File: src/rtl/fp_add_normalize.sv
// FP32 adder back end: signed add of pre-aligned mantissas, iterative one-bit-per-clock
// normalization, and truncating IEEE-754 single pack behind a valid/ready handshake.
module fp_add_normalize #(
  parameter int unsigned MAN_W = 24,
  parameter int unsigned EXP_W = 8
) (
  input  logic                   clk,
  input  logic                   rst_n,
  input  logic                   in_valid,
  output logic                   in_ready,
  input  logic [MAN_W-1:0]       al_man_a,
  input  logic [MAN_W-1:0]       al_man_b,
  input  logic                   sign_a,
  input  logic                   sign_b,
  input  logic [EXP_W-1:0]       exp_max,
  output logic                   out_valid,
  input  logic                   out_ready,
  output logic [EXP_W+MAN_W-1:0] result,
  output logic                   overflow,
  output logic                   underflow,
  output logic                   busy
);

  typedef enum logic [1:0] {IDLE, ADD, NORM, DONE} state_t;

  state_t                 state_q, state_d;
  logic [MAN_W-1:0]       man_a_q, man_a_d, man_b_q, man_b_d;
  logic                   sign_a_q, sign_a_d, sign_b_q, sign_b_d;
  logic                   sign_q, sign_d;
  logic [MAN_W:0]         acc_q, acc_d;
  logic [EXP_W-1:0]       exp_q, exp_d;
  logic [EXP_W+MAN_W-1:0] result_q, result_d;
  logic                   ovf_q, ovf_d, unf_q, unf_d;

  logic [MAN_W:0]         acc_shr;
  logic [EXP_W-1:0]       exp_inc;

  assign in_ready  = (state_q == IDLE);
  assign out_valid = (state_q == DONE);
  assign busy      = (state_q != IDLE);
  assign result    = result_q;
  assign overflow  = ovf_q;
  assign underflow = unf_q;

  assign acc_shr = acc_q >> 1;
  assign exp_inc = exp_q + EXP_W'(1);

  always_comb begin
    state_d  = state_q;
    man_a_d  = man_a_q;
    man_b_d  = man_b_q;
    sign_a_d = sign_a_q;
    sign_b_d = sign_b_q;
    sign_d   = sign_q;
    acc_d    = acc_q;
    exp_d    = exp_q;
    result_d = result_q;
    ovf_d    = ovf_q;
    unf_d    = unf_q;
    case (state_q)
      IDLE: begin
        if (in_valid) begin
          man_a_d  = al_man_a;
          man_b_d  = al_man_b;
          sign_a_d = sign_a;
          sign_b_d = sign_b;
          exp_d    = exp_max;
          ovf_d    = 1'b0;
          unf_d    = 1'b0;
          state_d  = ADD;
        end
      end
      ADD: begin
        if (sign_a_q == sign_b_q) begin
          acc_d  = {1'b0, man_a_q} + {1'b0, man_b_q};
          sign_d = sign_a_q;
        end else if (man_a_q >= man_b_q) begin
          acc_d  = {1'b0, man_a_q} - {1'b0, man_b_q};
          sign_d = sign_a_q;
        end else begin
          acc_d  = {1'b0, man_b_q} - {1'b0, man_a_q};
          sign_d = sign_b_q;
        end
        // A zero exponent denotes a denormal operand whose scale equals exponent 1.
        if (exp_q == '0) exp_d = EXP_W'(1);
        if (exp_q == '1) begin
          result_d = {sign_d, {EXP_W{1'b1}}, {(MAN_W-1){1'b0}}};
          ovf_d    = 1'b1;
          state_d  = DONE;
        end else begin
          state_d  = NORM;
        end
      end
      NORM: begin
        if (acc_q == '0) begin
          result_d = '0;
          state_d  = DONE;
        end else if (acc_q[MAN_W]) begin
          acc_d   = acc_shr;
          exp_d   = exp_inc;
          state_d = DONE;
          if (exp_inc == '1) begin
            result_d = {sign_q, {EXP_W{1'b1}}, {(MAN_W-1){1'b0}}};
            ovf_d    = 1'b1;
          end else begin
            result_d = {sign_q, exp_inc, acc_shr[MAN_W-2:0]};
          end
        end else if (acc_q[MAN_W-1]) begin
          result_d = {sign_q, exp_q, acc_q[MAN_W-2:0]};
          state_d  = DONE;
        end else if (exp_q == EXP_W'(1)) begin
          result_d = {sign_q, {EXP_W{1'b0}}, acc_q[MAN_W-2:0]};
          unf_d    = 1'b1;
          state_d  = DONE;
        end else begin
          acc_d = acc_q << 1;
          exp_d = exp_q - EXP_W'(1);
        end
      end
      DONE: begin
        if (out_ready) state_d = IDLE;
      end
      default: state_d = IDLE;
    endcase
  end

  always_ff @(posedge clk or negedge rst_n) begin
    if (!rst_n) begin
      state_q  <= IDLE;
      man_a_q  <= '0;
      man_b_q  <= '0;
      sign_a_q <= 1'b0;
      sign_b_q <= 1'b0;
      sign_q   <= 1'b0;
      acc_q    <= '0;
      exp_q    <= '0;
      result_q <= '0;
      ovf_q    <= 1'b0;
      unf_q    <= 1'b0;
    end else begin
      state_q  <= state_d;
      man_a_q  <= man_a_d;
      man_b_q  <= man_b_d;
      sign_a_q <= sign_a_d;
      sign_b_q <= sign_b_d;
      sign_q   <= sign_d;
      acc_q    <= acc_d;
      exp_q    <= exp_d;
      result_q <= result_d;
      ovf_q    <= ovf_d;
      unf_q    <= unf_d;
    end
  end

endmodule

File: config.mk
export PLATFORM = sky130hd
export DESIGN_NAME = fp_add_normalize
export DESIGN_NICKNAME = d
export VERILOG_FILES = /design/src/rtl/fp_add_normalize.sv
export SDC_FILE = /design/constraint.sdc
export NUM_CORES = 1
export LEC_CHECK = 0
export BUFFER_PORTS_ARGS = -buffer_cell sky130_fd_sc_hd__buf_4
export CAP_MARGIN = 30
export CORE_MARGIN = 2
export CORE_UTILIZATION = 55
export CTS_BUF_LIST = sky130_fd_sc_hd__clkbuf_8
export CTS_CLUSTER_DIAMETER = 30
export DETAILED_ROUTE_END_ITERATION = 10
export PLACE_DENSITY_LB_ADDON = 0.05
export SETUP_SLACK_MARGIN = 0.3
export SLEW_MARGIN = 20
export SYNTH_ARGS = -nofsm -noshare
export SYNTH_HDL_FRONTEND = slang
export SYNTH_SLANG_ARGS = --single-unit
File: constraint.sdc
create_clock -name clk -period 4.05 [get_ports clk]
set_input_delay 0.81 -clock clk [delete_from_list [all_inputs] [get_ports clk]]
set_output_delay 0.81 -clock clk [all_outputs]
set_load 0.005 [all_outputs]
==> qor.yml, run 1 <==
outcome: "finished clean"
setup_viol: 0
die_w_microns: 138
drt_iter0_markers: 805
rsz0062_at_grt: "true"
synth_cell_types: 80
totalWireLength_microns: 27400
cts_root_buf: "clkbuf_8"
portBuffers: 98
fmax_mhz: 279
cts_buffers: 17
grt_pass1_vias: 8607
seq_area_sq_um: 3000
drc: 0
nets: 1415
setup_slack_ps: 464
io_pins: 99
path_max_fanout: 8
antenna_found_initial: 0
cts_tree: "yes"
netlist_area_sq_um: 9900
synth-seq-area-share_pct: 30.3
max_slew_margin_pct: 44.8
clock_sinks: 120
avgRoutedWirePerCell_microns: 18.1
syn-num-nets: 1353
syn_inst: 1204
critPathSlowestCell: "nor3_2"
crit_chain: "inv_1 > ha_1 > nor2b_1 > o31a_1 > o21ai_2 > a211oi_4 > nor3_2 > buf_4 > a211oi_1 > a311oi_1 > mux2i_1 > and3_1"
min_period_ps: 3590
dpl.hpwl_microns: 20200
min_path_type: "in2async"
ys_seq_elements: 120
n_fill_cell: 1604
fin_crit_sh_pct: 88.5
critical_path.top_delay_family: "compound AO/OA/AOI/OAI gates"
via_per_inst: 6.06
yosys_most_used_dff: "dfrtp_1"
die-area_sq_um: 19100
syn2layout_area_growth_pct: 13.6
max_stage_delay_ps: 600
grt_max_degree: 54
synth.top_cell.area_share_pct: 30.3
tightest_slew_ps: 825
drt_first_pass_iters: 5
worstPathRequired_ps: 4450
dp_slack_ps: 505
finClkSkew_ps: 19.3
initial_core_util_pct: 55.5
n_antenna_cell: 0
vias: 9144
core_area_sq_um: 17800
final_cell_area_sq_um: 11200
critical_path_buf_inv_count: 2
fin_tns_setup_ps: 0
grt_pass1_wl_microns: 45200
fp-row-count: 49
insertion_delay_ps: 480
ys_top_cells_by_area: "dfrtp_1 30%, ha_1 11%, mux2_2 6.3%"
ys_warn_count: 0
cts-htree-levels: 4
die_h_microns: 138
path_clk_slew_ps: 80
crit_type: "reg2reg"
maxCapViolations: 0
cp.arrival_ps: 3990
cts_hold_buffers: 0
postPlaceCellArea_sq_um: 10800
synth_area_per_cell_sq_um: 8.23
final_hold_viol_count: 0
grtUsageTotal_pct: 28.6
grt-ovfl-total: 0
layout-drive-gt1-share_pct: 18.3
utilization_pct: 63.0
cts_buffer_depth: 2
synth_edf_count: 0
yosys.area.top_type: "dfrtp_1"
postRouteAntennaNets: 0
final_max_slew_viol_count: 0
postSynth.asyncResetShare_pct: 100
multiInputGateArea_sq_um: 6280
place.gp.congestion: 0.951
cp-end-kind: "flip-flop"
critPathLaunchType: "flip-flop"
## Yosys cell counts (6+ instances only)
cell type,instances
nand3_1,25
nor2_1,78
or4_1,6
o211ai_1,10
xnor2_1,13
nand4_1,12
o21ai_0,83
mux2i_1,15
nor3_1,28
a211oi_1,10
nor2b_1,10
a21oi_1,122
a22o_1,8
a21o_1,19
clkbuf_1,47
a31oi_1,28
ha_1,84
buf_1,8
nand2b_1,11
o21a_1,7
nand2_1,134
o31ai_1,7
nor4_1,15
o21bai_1,9
buf_2,14
a22oi_1,7
inv_1,78
dfrtp_1,120
and3_1,32
or3_1,11
mux2_2,55
## state kept, by name (all words and copies together), names as in the netlist
register   count
acc_q         25
exp_q          8
man_a_q       24
man_b_q       24
overflow       1
result        32
sign_a_q       1
sign_b_q       1
sign_q         1
state_q        2
underflow      1
## worst reg2reg max path, stage by stage (launching register included)
cell      delay [ps]
dfrtp_1          490
inv_1            130
ha_1             360
nor2b_1          160
o31a_1           300
o21ai_2          230
a211oi_4         130
nor3_2           600
buf_4            290
a211oi_1          60
a311oi_1         390
mux2i_1          220
and3_1           160
## timing repair
item / 4_1_cts / 5_1_grt
resized for setup: 0 / 3
setup buffers: 0 / 0
setup endpoints to repair: 0 / 5
## per-stage QoR
stage	hold WS, ps	std cells
finish	367	1508
global route	418	1508
CTS	387	1507
detailed placement	472	1475
global placement	462	1474
floorplan	473	1204
## kinds of logic after synthesis
family / count (synthesis) / share of synthesized area [%]
mux: 71 / 7.92
flops: 120 / 30.3
buf+inv: 157 / 6.62
compound gates: 370 / 23.8
simple gates: 381 / 18.5
fa+ha+maj: 87 / 11.2
xor+xnor: 18 / 1.59
## final timing paths
| check | start | endpoint | slack, ps | cells past startpoint |
|---|---|---|---|---|
| setup / recovery | man_a_q[1]$_DFFE_PN0P_ | acc_q[20]$_DFFE_PN0P_ | 460 | 12 |
| hold / removal | rst_n | exp_q[2]$_DFFE_PN0P_ | 370 | 1 |
| setup reg to reg | man_a_q[1]$_DFFE_PN0P_ | acc_q[20]$_DFFE_PN0P_ | 460 | 12 |
| hold reg to reg | result[22]$_DFFE_PN0P_ | result[22]$_DFFE_PN0P_ | 480 | 2 |
| max in group asynchronous | rst_n | man_a_q[7]$_DFFE_PN0P_ | 2930 | 2 |
| min in group clk | result[22]$_DFFE_PN0P_ | result[22]$_DFFE_PN0P_ | 480 | 2 |
## cell usage in the layout, fill, tap and decap left out, types with 25 or more instances in the layout
cell and n:
a21oi_1 122, a31oi_1 28, and3_1 32, buf_4 118, dfrtp_1 120, ha_1 81
inv_1 78, mux2_2 55, nand2_1 133, nand3_1 25, nor2_1 78, nor3_1 27
o21ai_0 83
## per-layer routing
layer / vias to the layer above / part of all wire (%) / global-route usage, %
met5: - / 0 / 0
met4: 0 / 1.9 / 7.63
met3: 44 / 5.7 / 4.12
met2: 317 / 45 / 44.2
met1: 4342 / 47 / 42.1
li1: 4441 / - / -
## area by class of cell
class,count,area share [%]
well taps,229,2.55
clock buffers,17,2.08
multi-input cells,928,55.8
clock inverters,15,2.11
inverters,80,2.67
flip-flops and latches,120,26.7
repair buffers,119,8.06
Power of run 1 is not shown: default switching activity piles up to over one toggle a cycle in this logic, so the estimate is an artifact.
==> run 2: changes to the inputs <==
Settings changed: REMOVE_ABC_BUFFERS set to 1.
==> run 2 against run 1 <==
Compared with the run above:
- setup slack improved by 71 ps
- cell area increased by 0.60%
- via count increased by 1.7%
- clock-buffer cell count unchanged
- global-route usage increased by 0.72 points
- critical endpoint is now acc_q[17]$_DFFE_PN0P_
- highest routed layer unchanged
==> qor.yml, run 2 (same netlist as run 1, synthesis figures left out) <==
outcome: "finished clean"
critical_path_depth: 13
cts_hold_buffers: 0
drt_iter0_markers: 1004
critical_path_buf_inv_count: 3
initial_core_util_pct: 55.5
max_slew_margin_pct: 31.4
path_max_fanout: 10
place.gp.congestion: 0.934
cp.arrival_ps: 3860
core_area_sq_um: 17800
reg2reg_from: "man_a_q[18]$_DFFE_PN0P_"
layout-drive-gt1-share_pct: 18.8
dp_slack_ps: 429
rsz0062_at_grt: "false"
fp-row-count: 49
cp-endpoint: "acc_q[17]$_DFFE_PN0P_"
crit_type: "reg2reg"
drt_first_pass_iters: 5
seq_area_sq_um: 3000
cts_buffer_depth: 2
maxCapViolations: 0
die-area_sq_um: 19100
io_pins: 99
max_stage_delay_ps: 440
fin_crit_sh_pct: 86.8
die_w_microns: 138
n_antenna_cell: 0
final_hold_viol_count: 0
cts_root_buf: "clkbuf_8"
cts-htree-levels: 4
totalWireLength_microns: 28100
grtUsageTotal_pct: 29.3
avgRoutedWirePerCell_microns: 18.5
layout_common_cells: "133 x nand2_1, 125 x buf_4, 122 x a21oi_1"
n_fill_cell: 1610
crit_chain: "inv_1 > ha_1 > buf_4 > nand4_1 > or3_1 > or4_4 > nand2_4 > nor3_2 > buf_6 > o211a_1 > nor3_1 > mux2i_1 > nor3_1"
reg2reg_depth: 13
min_path_type: "in2async"
path_clk_slew_ps: 80
tightest_slew_ps: 1020
fmax_mhz: 285
postRouteAntennaNets: 0
worstPathRequired_ps: 4390
nets: 1427
min_period_ps: 3510
via_per_inst: 6.12
cp-end-kind: "flip-flop"
clock_sinks: 120
insertion_delay_ps: 460
final_max_slew_viol_count: 0
finClkSkew_ps: 9.46
portBuffers: 98
critical_path.startpoint: "man_a_q[18]$_DFFE_PN0P_"
critPathLaunchType: "flip-flop"
syn2layout_area_growth_pct: 14.2
cts_buffers: 17
vias: 9299
reg2reg_slack_ps: 540
grt_pass1_vias: 8708
grt_max_degree: 63
critical_path.top_delay_family: "simple AND/OR/NAND/NOR gates"
setup_slack_ps: 535
grt-ovfl-total: 0
dpl.hpwl_microns: 20900
drc: 0
final_common_cell: "nand2_1"
cts_tree: "yes"
antenna_found_initial: 0
worst_hold_slack_ps: 416
largest_reg_flops: 32
multiInputGateArea_sq_um: 6280
die_h_microns: 138
r2r_end: "acc_q[17]$_DFFE_PN0P_"
grt_pass1_wl_microns: 45900
setup_viol: 0
critPathSlowestCell: "or4_4"
cpMostUsedCell: "nor3_1"
==> run 2: cell types whose count changed in the layout (fill, tap and decap cells not counted), sizes merged <==
cell	change
bufinv	-2
clkinv	+4
clkinvlp	+1
buf	+12
inv	-4
==> run 2: how the worst min path moves through the flow <==
stage | end | depth (start not counted)
after floorplan | result[0]$_DFFE_PN0P_ | 2
after global placement | result[25]$_DFFE_PN0P_ | 1
after detailed placement | result[30]$_DFFE_PN0P_ | 1
after CTS | exp_q[4]$_DFFE_PN0P_ | 1
after global routing | result[27]$_DFFE_PN0P_ | 1
final | result[27]$_DFFE_PN0P_ | 1
==> run 2: per-layer routing <==
metal  track usage [%]  wire length, microns  vias to the layer above
met3              4.85                  1980                       44
met1              43.1                 13200                     4426
li1                  -                     -                     4465
met5                 0                     0                        -
met2              44.9                 12500                      364
met4              7.63                   504                        0
==> run 2: layout make-up <==
class / instances / share of cell area, %
Clock inverter: 14 / 1.40
Sequential cell: 120 / 26.5
Inverter: 80 / 2.65
Clock buffer: 17 / 2.07
Timing Repair Buffer: 131 / 9.28
Tap cell: 229 / 2.53
Multi-Input combinational cell: 928 / 55.5
==> run 2: stage by stage <==
| step | cells | util, % | instance area (sq um) | setup TNS, ps |
|---|---|---|---|---|
| floorplan | 1127 | - | 9550 | -127 |
| global placement | 1480 | 60.6 | 10800 | 0 |
| detailed placement | 1482 | 60.8 | 10800 | 0 |
| CTS | 1513 | 63.0 | 11200 | 0 |
| global route | 1519 | 63.4 | 11300 | 0 |
| finish | 1519 | 63.4 | 11300 | 0 |
==> run 2: timing repair <==
item                                    in CTS  in global routing
gates resized for setup                      0                  1
buffers inserted                             0                  5
endpoints found under the setup margin       0                  4
Power of run 2 is left out for the same reason.
